===== config.mk =====
export PLATFORM = sky130hd
export DESIGN_NAME = serial_sync_framer_flat
export DESIGN_NICKNAME = d
export VERILOG_FILES = /design/src/rtl/serial_sync_framer_pkg.sv /design/src/rtl/serial_sync_framer_if.sv /design/src/rtl/serial_sync_framer_piso_shifter.sv /design/src/rtl/serial_sync_framer.sv /design/src/flat_wrapper.sv
export SDC_FILE = /design/constraint.sdc
export NUM_CORES = 1
export LEC_CHECK = 0
export ABC_CLOCK_PERIOD_IN_PS = 2100
export BUFFER_PORTS_ARGS = -buffer_cell sky130_fd_sc_hd__buf_2
export CORE_MARGIN = 4
export CORE_UTILIZATION = 56
export CTS_CLUSTER_SIZE = 25
export DETAILED_ROUTE_END_ITERATION = 8
export PLACE_DENSITY_LB_ADDON = 0.1
export SLEW_MARGIN = 5
export SYNTH_ARGS = -nofsm -noshare
export SYNTH_HDL_FRONTEND = slang
export SYNTH_HIERARCHICAL = 1
export SYNTH_SLANG_ARGS = --single-unit
export TNS_END_PERCENT = 30

===== constraint.sdc =====
create_clock -name clock -period 2.1 [get_ports clock]
set_input_delay 0.21 -clock clock [delete_from_list [all_inputs] [get_ports clock]]
set_output_delay 0.21 -clock clock [all_outputs]
set_load 0.005 [all_outputs]

===== src/rtl/serial_sync_framer_pkg.sv =====
// Shared types and helpers for the 11101 sync-word serial framer.
package serial_sync_pkg;

    typedef enum logic [2:0] {
        IDLE,
        SYNC,
        DATA,
        PAR,
        GAP
    } state_e;

    localparam int unsigned     SYNC_LEN_DEFAULT  = 5;
    localparam logic [4:0]      SYNC_WORD_DEFAULT = 5'b11101;

    // Even parity: the bit that makes the total count of ones even.
    function automatic logic even_parity(input logic [31:0] word);
        return ^word;
    endfunction

    function automatic int unsigned max3(input int unsigned a, input int unsigned b,
                                         input int unsigned c);
        int unsigned m;
        m = (a > b) ? a : b;
        return (m > c) ? m : c;
    endfunction

endpackage


===== src/rtl/serial_sync_framer_if.sv =====
// Payload valid/ready handshake into the serial framer.
interface serial_sync_framer_if #(
    parameter int unsigned DATA_W = 8
);
    logic [DATA_W-1:0] data_in;
    logic              data_valid;
    logic              data_ready;

    modport master (output data_in, output data_valid, input data_ready);
    modport slave  (input data_in, input data_valid, output data_ready);
endinterface


===== src/rtl/serial_sync_framer_piso_shifter.sv =====
// Parallel-in serial-out shifter: parallel load, shift left, MSB is the registered line bit.
module piso_shifter #(
    parameter int unsigned W = 8
) (
    input  logic         clock,
    input  logic         reset,
    input  logic         load,
    input  logic         shift,
    input  logic [W-1:0] load_val,
    output logic         msb
);

    logic [W-1:0] sr_q;
    logic [W-1:0] sr_d;

    always_comb begin
        sr_d = sr_q;
        if (load) begin
            sr_d = load_val;
        end else if (shift) begin
            sr_d = sr_q << 1;
        end
    end

    always_ff @(posedge clock) begin
        if (reset) begin
            sr_q <= '0;
        end else begin
            sr_q <= sr_d;
        end
    end

    assign msb = sr_q[W-1];

endmodule


===== src/rtl/serial_sync_framer.sv =====
// Serial framer: SYNC_WORD + payload (+ even parity when SERIAL_FRAMER_PARITY_EN) + zero gap, MSB first.
module serial_sync_framer
    import serial_sync_pkg::*;
#(
    parameter int unsigned         SYNC_LEN  = SYNC_LEN_DEFAULT,
    parameter logic [SYNC_LEN-1:0] SYNC_WORD = SYNC_LEN'(SYNC_WORD_DEFAULT),
    parameter int unsigned         DATA_W    = 8,
    parameter int unsigned         GAP_LEN   = 2
) (
    input  logic                 clock,
    input  logic                 reset,
    serial_sync_framer_if.slave  bus,
    output logic                 dataout,
    output logic                 frame_active,
    output logic                 frame_done
);

    localparam int unsigned SH_W    = (SYNC_LEN > DATA_W) ? SYNC_LEN : DATA_W;
    localparam int unsigned MAX_LEN = max3(SYNC_LEN, DATA_W, GAP_LEN);
    localparam int unsigned CNT_W   = $clog2(MAX_LEN) + 1;

    localparam logic [SH_W-1:0] SYNC_ALIGNED = SH_W'(SYNC_WORD) << (SH_W - SYNC_LEN);

    state_e              state_q, state_d;
    logic [CNT_W-1:0]    cnt_q, cnt_d;
    logic [DATA_W-1:0]   payload_q, payload_d;
    logic                ready_q, ready_d;
    logic                active_q, active_d;
    logic                done_q, done_d;

    logic                sh_load;
    logic                sh_shift;
    logic [SH_W-1:0]     sh_val;

    // Next state; the down-counter is reloaded on every state entry and 0 is the terminal count.
    always_comb begin
        state_d   = state_q;
        cnt_d     = cnt_q;
        payload_d = payload_q;
        sh_load   = 1'b0;
        sh_shift  = 1'b0;
        sh_val    = '0;

        case (state_q)
            IDLE: begin
                if (bus.data_valid) begin
                    state_d   = SYNC;
                    cnt_d     = CNT_W'(SYNC_LEN - 1);
                    payload_d = bus.data_in;
                    sh_load   = 1'b1;
                    sh_val    = SYNC_ALIGNED;
                end
            end
            SYNC: begin
                if (cnt_q == '0) begin
                    state_d = DATA;
                    cnt_d   = CNT_W'(DATA_W - 1);
                    sh_load = 1'b1;
                    sh_val  = SH_W'(payload_q) << (SH_W - DATA_W);
                end else begin
                    cnt_d    = cnt_q - CNT_W'(1);
                    sh_shift = 1'b1;
                end
            end
            DATA: begin
                if (cnt_q == '0) begin
`ifdef SERIAL_FRAMER_PARITY_EN
                    state_d = PAR;
                    cnt_d   = '0;
                    sh_load = 1'b1;
                    sh_val  = SH_W'(even_parity(32'(payload_q))) << (SH_W - 1);
`else
                    state_d = GAP;
                    cnt_d   = CNT_W'(GAP_LEN - 1);
                    sh_load = 1'b1;
                    sh_val  = '0;
`endif
                end else begin
                    cnt_d    = cnt_q - CNT_W'(1);
                    sh_shift = 1'b1;
                end
            end
`ifdef SERIAL_FRAMER_PARITY_EN
            PAR: begin
                state_d = GAP;
                cnt_d   = CNT_W'(GAP_LEN - 1);
                sh_load = 1'b1;
                sh_val  = '0;
            end
`endif
            GAP: begin
                if (cnt_q == '0) begin
                    state_d = IDLE;
                end else begin
                    cnt_d = cnt_q - CNT_W'(1);
                end
            end
            default: begin
                state_d = IDLE;
                cnt_d   = '0;
            end
        endcase

        ready_d  = (state_d == IDLE);
        active_d = (state_d != IDLE);
        done_d   = (state_d == GAP) && (cnt_d == '0);
    end

    always_ff @(posedge clock) begin
        if (reset) begin
            state_q   <= IDLE;
            cnt_q     <= '0;
            payload_q <= '0;
            ready_q   <= 1'b1;
            active_q  <= 1'b0;
            done_q    <= 1'b0;
        end else begin
            state_q   <= state_d;
            cnt_q     <= cnt_d;
            payload_q <= payload_d;
            ready_q   <= ready_d;
            active_q  <= active_d;
            done_q    <= done_d;
        end
    end

    // Line bit is the shifter's registered MSB; it holds zero outside SYNC/DATA/PAR.
    piso_shifter #(
        .W (SH_W)
    ) u_piso (
        .clock    (clock),
        .reset    (reset),
        .load     (sh_load),
        .shift    (sh_shift),
        .load_val (sh_val),
        .msb      (dataout)
    );

    assign bus.data_ready = ready_q;
    assign frame_active   = active_q;
    assign frame_done     = done_q;

endmodule


===== src/flat_wrapper.sv =====
// flat-port wrapper written by rule: the top's interface ports become plain ports
module serial_sync_framer_flat import serial_sync_pkg::*;
#(
    parameter int unsigned         SYNC_LEN  = SYNC_LEN_DEFAULT,
    parameter logic [SYNC_LEN-1:0] SYNC_WORD = SYNC_LEN'(SYNC_WORD_DEFAULT),
    parameter int unsigned         DATA_W    = 8,
    parameter int unsigned         GAP_LEN   = 2
)
  (clock, reset, dataout, frame_active, frame_done, bus_data_in, bus_data_valid, bus_data_ready);
  serial_sync_framer_if #(.DATA_W(DATA_W)) bus_i ();
  input  logic clock;
  input  logic reset;
  output logic dataout;
  output logic frame_active;
  output logic frame_done;
  input wire logic [$bits(bus_i.data_in)-1:0] bus_data_in;
  input wire logic [$bits(bus_i.data_valid)-1:0] bus_data_valid;
  output wire logic [$bits(bus_i.data_ready)-1:0] bus_data_ready;
  assign bus_i.data_in = bus_data_in;
  assign bus_i.data_valid = bus_data_valid;
  assign bus_data_ready = bus_i.data_ready;
  serial_sync_framer #(.SYNC_LEN(SYNC_LEN), .SYNC_WORD(SYNC_WORD), .DATA_W(DATA_W), .GAP_LEN(GAP_LEN)) u_core (.clock(clock), .reset(reset), .bus(bus_i), .dataout(dataout), .frame_active(frame_active), .frame_done(frame_done));
endmodule

# [Word level (Yosys, flattened, before mapping)]
# Cells that the tools add are included.
[word_totals] regBits=26 in_bits=11 output_inout_bits=4 elab_cells=41
[classes] addsub=1 eq_ne=4 mux=20 reduce_logical=9
[op_table] operator="2-to-1 mux 8 bit" n=4
[op_table] operator="2-to-1 mux 4 bit" n=4
[op_table] operator="one-hot mux 4 bit (4 select lines)" n=1
[op_table] operator="one-hot mux 8 bit (2 select lines)" n=1
[op_table] operator="2-to-1 mux 3 bit" n=4
[op_table] operator="one-hot mux 3 bit (4 select lines)" n=1
[op_table] operator="zero test 4 bit" n=2
[op_table] operator="equality test 3 bit (second input constant)" n=2
[op_table] operator="zero test 3 bit" n=2
[op_table] operator="2-to-1 mux 1 bit" n=4
[op_table] operator="subtractor 4 x 1 -> 4 bit (second input constant)" n=1
[op_table] operator="equality test 3 x 1 -> 1 bit (second input constant)" n=1
[op_table] operator="equality test 3 x 2 -> 1 bit (second input constant)" n=1
[op_table] operator="nonzero test 3 bit" n=1
[op_table] operator="one-hot mux 1 bit (2 select lines)" n=1
[op_table] operator="AND reduction 2 bit" n=1
[op_table] operator="nonzero test 2 bit" n=1
[op_table] operator="OR reduction 2 bit" n=1
[op_table] operator="logical AND 1 bit" n=1

# [Logic depth before layout (Yosys ltp)]
# Gate-level depths: netlist of run 1.
[logic_depth] depth_word=5 ltp_mapped=10 depth_no_buf=10

# [By module]
# Netlist of run 1, hierarchy kept.
[by_module_without_submodules] module="serial_sync_framer" n_inst=1 cells_each=120 area_each_um2=930.9 seq_area_each_um2=360.3
[by_module_without_submodules] module="piso_shifter" n_inst=1 cells_each=35 area_each_um2=369.1 seq_area_each_um2=160.2

# [Least setup slack after synthesis of run 1]
# Ideal clock, no wire load.
[synth_timing] path_kind="reg-to-reg" from="reg u_core.cnt_q[0]" to="reg u_core.done_q, in the netlist u_core/frame_done" setup_time_ns=0.060 t_arrival_ns=1.817 required_ns=2.040 slack_ns=0.223 path_stages_with_launch=11 path_buffers=0 period_less_slack_ns=1.877 path_cell_list="dfxtp_1 inv_1 ha_1 nor3b_4 inv_2 ha_1 nand2_1 o31ai_1 a2bb2oi_1 and3_1 and3_1"
[synth_via] elab_chain_len=5 word_cells_on_any_way=14 cone_classes="1 x add/sub; 1 x eq/ne; 9 x mux; 3 x reduce/logical"
[synth_rtl] item="start, declared" line_no="serial_sync_framer.sv:25" text="logic [CNT_W-1:0] cnt_q, cnt_d;"
[synth_rtl] item="start signal, assigned" line_no="serial_sync_framer.sv:119" text="cnt_q <= cnt_d;"
[synth_rtl] item="subtractor 4 x 1 -> 4 bit or zero test 4 bit (tied branches)"
[synth_rtl] item="2-to-1 mux 4 bit, or another cell as far along" line_no="serial_sync_framer.sv:92" text="if (cnt_q == '0) begin"
[synth_rtl] item="one-hot mux 4 bit (4 select lines) or one-hot mux 3 bit (4 select lines) (tied branches)" line_no="serial_sync_framer.sv:44" text="case (state_q)"
[synth_rtl] item="zero test 4 bit or equality test 3 bit (tied branches)" line_no="serial_sync_framer.sv:106" text="done_d = (state_d == GAP) && (cnt_d == '0);"
[synth_rtl] item="logical AND 1 bit *" line_no="serial_sync_framer.sv:106"
[synth_rtl] item="end signal, assigned" line_no="serial_sync_framer.sv:123" text="done_q <= done_d;"
[synth_rtl] item="end, declared" line_no="serial_sync_framer.sv:29" text="logic done_q, done_d;"
# Mark *: on every way between the ends. The rest lies on a longest branch, timed or not.
# A chain may end at the register's enable or synchronous reset.

# [Worst setup path after layout of run 1]
# Ends and elaborated chain as after synthesis.

==> run summary, run 1 <==
outcome = completed
nets@finish = 186
via count = 1076
Synthesized Nets = 168
Die Y = 56.2 µm
ANT cells = 0
# rows = 17
clock latency on the worst-skew pair = 0.31 ns
starting DRC count in detailed routing = 42
Peak VDD IR = 0.854 mV
commonest cells after routing, fill and taps aside = nand2_1, dfxtp_1, buf_2
Final Total Pwr = 1.87 mW
slew margin rel. = 0.513
fraction of layout cells with a size suffix above 1 = 0.180
Ports = 15
Remaining DRCs = 0
TNS Setup = 0 ns
HPWL Detailed = 1.84 mm
Clock transition at path regs = 0.14 ns
power density cells = 1270 mW/mm²
Internal Pwr Total = 1.20 mW
DR vias/cell = 5.38
Critical R2R Launch = u_core/cnt_q[0]
Hold WC Path Type = in -> reg
most common cell after layout, fill and taps aside = nand2_1
global route overflow = 0
Finished Core Util = 0.667
r2r endpoint = u_core/frame_done
sequential share of the synthesized area = 0.400
area delta synth->final = 13.5%
sequential share of power = 0.382
Setup crit end kind = flop
#FFs+latches synth = 26
Final Non-Filler Cells = 200
DRT Wirelength = 2.62 mm
vias in the first global route = 957
starting density of the core = 0.588
number of clock sinks = 26
Synth Instances = 155
kind of cell adding the most delay to the critical path = simple AND/OR/NAND/NOR gates
hold path startpoint = bus_data_in[4]
Synth area leader = dfxtp_1
Slew @ Worst Pin = 0.728 ns
post-route clock skew = 0.00682 ns
worst hold stages = 3
YS warnings = 6
r2r worst-path depth = 10
antenna violations before repair = 0
CP peak stage delay = 0.36 ns
GRT Util Overall = 0.169
Slew Limit Fails = 0
Leak Pwr = 0.599 nW
CTS tree = built
drt pass-1 iters = 4
ys flop type = dfxtp_1
clock network power share = 0.181
ranking of synthesized cells by area = dfxtp_1, nand2_1, mux2i_1
Critical Path Fanout Max = 6
Final Cycle Share = 0.945
Synth cell types = 37
sw frac = 0.357
final setup vio count = 0
CP arrival = 2.25 ns
CP cell instances = inv_1, ha_4, nor3b_4, inv_2, ha_1, nand2_1, o31ai_1, a2bb2oi_1, and3_1, and3_1
CP Launch Type = flop
most used cell, CP = and3_1
Worst path slowest cell = dfxtp_1
reg2reg setup slack = 0.11 ns
Max Cap Violations = 0
Worst Setup Path Type = reg -> reg
first-pass GRT wire length = 4.36 mm
Net Switching = 0.669 mW
top cell type's share of synthesized area = 0.400
Worst Slack Setup Final = 0.115 ns
Die W = 56.2 µm
H-Tree Depth = 1
Fin Hold WS = 0.110 ns
Hold Path End = u_core/payload_q[4]
pin count of the biggest net entering global routing = 22
Req. time, crit path = 2.37 ns
post-layout minimum cycle time = 1.99 ns
Clock Tree Root = clkbuf_4
fraction of registers with async set/reset = 0
input/output buffers = 14
Final ANT Viol Nets = 0
placed insts = 194
final instance area = 0.00148 mm²
Inserted Clock Buffers = 3
Register Area = 520 µm²
clk buf depth = 2
Post-Syn Area = 0.00130 mm²
Hold Vio Cnt, Final = 0
DP Area = 0.00140 mm²
Core Area = 0.00221 mm²
worst slack, placed = 0.100 ns
area of the multi-input gates = 729 µm²
number of buffers and inverters on the critical path = 2
number of flops mapped to enable cells by yosys = 0
cts-stage hold buffer count = 0
f_max = 504 MHz
syn avg cell area = 8.39 µm²
Comb power frac = 0.438
routability cong. = 0.883
drt wl/cell = 13.1 µm
die area = 0.00316 mm²
Crit. Startpoint = u_core/cnt_q[0]
# fillers = 204
per-layer routing:
metal,vias to the layer above,global-route usage,part of all wire
met5,-,0,0
met4,0,0.0407,0.0065
met3,2,0.0278,0.039
met2,20,0.245,0.45
met1,483,0.257,0.50
li1,571,-,-
worst max-delay path by stage:
stage,endpoint,slack [ns],depth (start not counted)
2_1_floorplan,u_core/frame_done,0.22,10
3_3_place_gp,u_core/frame_done,0.16,10
3_5_place_dp,u_core/frame_done,0.10,10
4_1_cts,u_core/frame_done,0.06,10
5_1_grt,u_core/frame_done,-0.008,10
6_report,u_core/frame_done,0.11,10
sequential cells by signal, summed over array words and instances (netlist names):
name and count:
u_core/bus.data_ready 1, u_core/payload_q 8, u_core/frame_active 1, u_core/state_q 3, u_core/frame_done 1, u_core/u_piso/sr_q 8, u_core/cnt_q 4
cell type report:
| class | instances | share of cell area |
|---|---|---|
| multi-input cells | 117 | 0.494 |
| flip-flops and latches | 26 | 0.353 |
| repair buffers | 21 | 0.0831 |
| well taps | 28 | 0.0237 |
| clock inverters | 1 | 0.0204 |
| clock buffers | 3 | 0.0153 |
| inverters | 4 | 0.0102 |
power by group through the flow:
stage	clock network [mW]	logic [mW]	registers, mW
after floorplan	0	0.589	0.678
after global placement	0	0.734	0.716
after detailed placement	0	0.741	0.724
after CTS	0.348	0.746	0.712
after global routing	0.376	0.909	0.730
final	0.338	0.820	0.714
cell families (layout without fill, tap and decap cells):
| kind of cell | after synthesis | after routing | share of synthesized area |
|---|---|---|---|
| multiplexers | 9 | 9 | 0.0703 |
| buffers and inverters | 12 | 29 | 0.0481 |
| flip-flops | 26 | 26 | 0.400 |
| AO/OA/AOI/OAI | 32 | 32 | 0.161 |
| XOR/XNOR | 1 | 1 | 0.00674 |
| adder cells (fa/ha/maj) | 2 | 2 | 0.0192 |
| AND/OR/NAND/NOR | 73 | 73 | 0.295 |
worst min-delay path, stage by stage:
cell and delay, ns:
buf_2 0.09, nand2_1 0.04, a21oi_1 0.05
cells in the mapped netlist (3+ instances only):
| cell type | n |
|---|---|
| buf_2 | 3 |
| nand2_1 | 28 |
| nor3_1 | 3 |
| nor2_1 | 13 |
| a21oi_1 | 13 |
| and2_1 | 4 |
| mux2i_1 | 8 |
| nand2b_1 | 4 |
| nand3b_1 | 3 |
| nor2b_1 | 8 |
| a211oi_1 | 8 |
| inv_1 | 3 |
| clkbuf_1 | 3 |
| dfxtp_1 | 26 |
what timing repair did:
action,4_1_cts,5_1_grt
resized for setup,0,2
endpoints found under the setup margin,0,5
setup buffers,0,2
hold endpoints to repair,0,0
Note: power is estimated with default switching activity, not from simulation.
==> run 2: changes to the inputs <==
--- a/config.mk
+++ b/config.mk
@@ -5,6 +5,7 @@
 export SDC_FILE = /design/constraint.sdc
 export NUM_CORES = 1
 export LEC_CHECK = 0
+export ABC_AREA = 1
 export ABC_CLOCK_PERIOD_IN_PS = 2100
 export BUFFER_PORTS_ARGS = -buffer_cell sky130_fd_sc_hd__buf_2
 export CORE_MARGIN = 4
==> run 2 against run 1 <==
Effect of this change: first-iteration DRC count is 33% lower; critical path type unchanged; utilization is 1.5 points lower; non-clock buffer count is 4 lower; largest cell class unchanged; design area is 1.4% lower.
==> run summary, run 2 <==
Final ANT Viol Nets = 0
nets@finish = 231
cts-stage hold buffer count = 0
drt pass-1 iters = 4
CP arrival = 2.05 ns
Synth Instances = 202
Post-Syn Area = 0.00133 mm²
vias in the first global route = 1076
Setup crit end kind = flop
Clock transition at path regs = 0.13 ns
pin count of the biggest net entering global routing = 22
Remaining DRCs = 0
die area = 0.00323 mm²
number of clock sinks = 26
fraction of registers with async set/reset = 0
RSZ-0062 raised after global routing = no
starting density of the core = 0.597
CTS resizes = 0
sequential share of power = 0.430
number of flops mapped to enable cells by yosys = 0
Fin Hold WS = 0.169 ns
# rows = 17
final setup vio count = 0
Final Cycle Share = 0.844
Req. time, crit path = 2.38 ns
Peak VDD IR = 0.764 mV
top cell type's share of synthesized area = 0.390
ranking of synthesized cells by area = dfxtp_1, nand2_1, inv_1
Worst Slack Setup Final = 0.327 ns
Max Cap Violations = 0
worst slack, placed = 0.187 ns
Critical Path Fanout Max = 10
antenna violations before repair = 0
met1 usage in global routing = 0.248
HPWL Detailed = 2.01 mm
Clock Tree Root = clkbuf_4
met2 GRT Util = 0.279
starting DRC count in detailed routing = 28
YS warnings = 6
Inserted Clock Buffers = 3
Slew Limit Fails = 0
Synth area leader = dfxtp_1
Final Total Pwr = 1.42 mW
Synth cell types = 21
fraction of layout cells with a size suffix above 1 = 0.147
Top Registers = u_core/payload_q: 8 flops, u_core/u_piso/sr_q: 8 flops, u_core/cnt_q: 4 flops
DR vias/cell = 4.98
most common cell after layout, fill and taps aside = nand2_1
routability cong. = 0.779
global route overflow = 0
input/output buffers = 14
clk buf depth = 2
Net Switching = 0.545 mW
Core Area = 0.00223 mm²
commonest cells after routing, fill and taps aside = nand2_1, inv_1, dfxtp_1
Internal Pwr Total = 0.872 mW
Die W = 56.8 µm
ANT cells = 0
met3 usage = 0.0483
syn avg cell area = 6.60 µm²
Post-synth top cells = nand2_1, inv_1, dfxtp_1, nor2_1, nand3_1
Synthesized Nets = 215
grt peak-use layer = met2
Die Y = 56.8 µm
CTS tree = built
Ports = 15
#FFs+latches synth = 26
most common cell in the synthesized netlist = nand2_1
H-Tree Depth = 1
clock network power share = 0.177
Slew @ Worst Pin = 0.279 ns
CP Launch Type = flop
f_max = 564 MHz
drt wl/cell = 10.6 µm
sequential share of the synthesized area = 0.390
area delta synth->final = 9.10%
Hold WC Path Type = in -> reg
DRT Wirelength = 2.60 mm
outcome = completed
Worst Setup Path Type = reg -> reg
slew margin rel. = 0.812
Hold Vio Cnt, Final = 0
clock latency on the worst-skew pair = 0.32 ns
setup bufs post-CTS = 0
post-route clock skew = 0.000803 ns
post-layout minimum cycle time = 1.77 ns
ys flop type = dfxtp_1
sw frac = 0.385
power density cells = 973 mW/mm²
Leak Pwr = 0.743 nW
TNS Setup = 0 ns
Comb power frac = 0.393
GRT Util Overall = 0.179
via count = 1219
first-pass GRT wire length = 4.64 mm
run 2: changes by cell type after synthesis, moves of 8 or more:
cell	change
nand3_1	+17
nor2b_1	-8
inv_1	+26
mux2i_1	-8
nand2_1	+28
a211oi_1	-8
nor2_1	+8
o21ai_0	+15
run 2: final timing paths:
check	startpoint	to	slack, ns	cells past startpoint
worst min-delay path	bus_data_in[5]	u_core/payload_q[5]	0.17	3
worst max register to register	u_core/cnt_q[0]	u_core/u_piso/sr_q[5]	0.33	11
worst max-delay path	u_core/cnt_q[0]	u_core/u_piso/sr_q[5]	0.33	11
worst min register to register	u_core/payload_q[5]	u_core/payload_q[5]	0.46	2
run 2: stage by stage:
stage | cells | cell area (µm²) | utilization
detailed placement | 241 | 1410 | 0.633
global route | 245 | 1460 | 0.652
finish | 245 | 1460 | 0.652
floorplan | 202 | 1330 | -
CTS | 245 | 1450 | 0.649
global placement | 241 | 1410 | 0.633
run 2: area by class of cell:
| class | count | area, µm² |
|---|---|---|
| sequential | 26 | 520 |
| tap | 28 | 35.0 |
| inverter | 32 | 125 |
| multi-input combinational | 138 | 646 |
| timing repair buffer | 17 | 92.6 |
| clock buffer | 4 | 36.3 |
| fill | 218 | 778 |
run 2: logic make-up after synthesis:
| kind of cell | Yosys count | synth area share |
|---|---|---|
| simple gates | 104 | 0.341 |
| buf+inv | 38 | 0.129 |
| compound gates | 32 | 0.121 |
| flops | 26 | 0.390 |
| fa+ha+maj | 2 | 0.0188 |
run 2: routing by layer:
layer  wire [µm]  up-vias
met2        1100       32
li1            -      656
met1        1330      529
met3         157        2
met4          20        0
met5           0        -
run 2: critical path, cell delays in order, from the launching register on:
cell and delay (ns):
dfxtp_1 0.38, inv_1 0.08, ha_1 0.28, nand2_4 0.15
clkinv_4 0.07, nand2_1 0.09, nand3_2 0.23, inv_2 0.20
nand3_1 0.08, nand3_1 0.09, nand2_1 0.05, inv_1 0.04
run 2: power by group through the flow:
stage                     Clock [mW]  Combinational [mW]  Sequential (mW)
final                          0.250               0.556            0.610
after global routing           0.275               0.640            0.617
after CTS                      0.258               0.553            0.610
after detailed placement           0               0.549            0.620
after global placement             0               0.536            0.616
after floorplan                    0               0.453            0.613
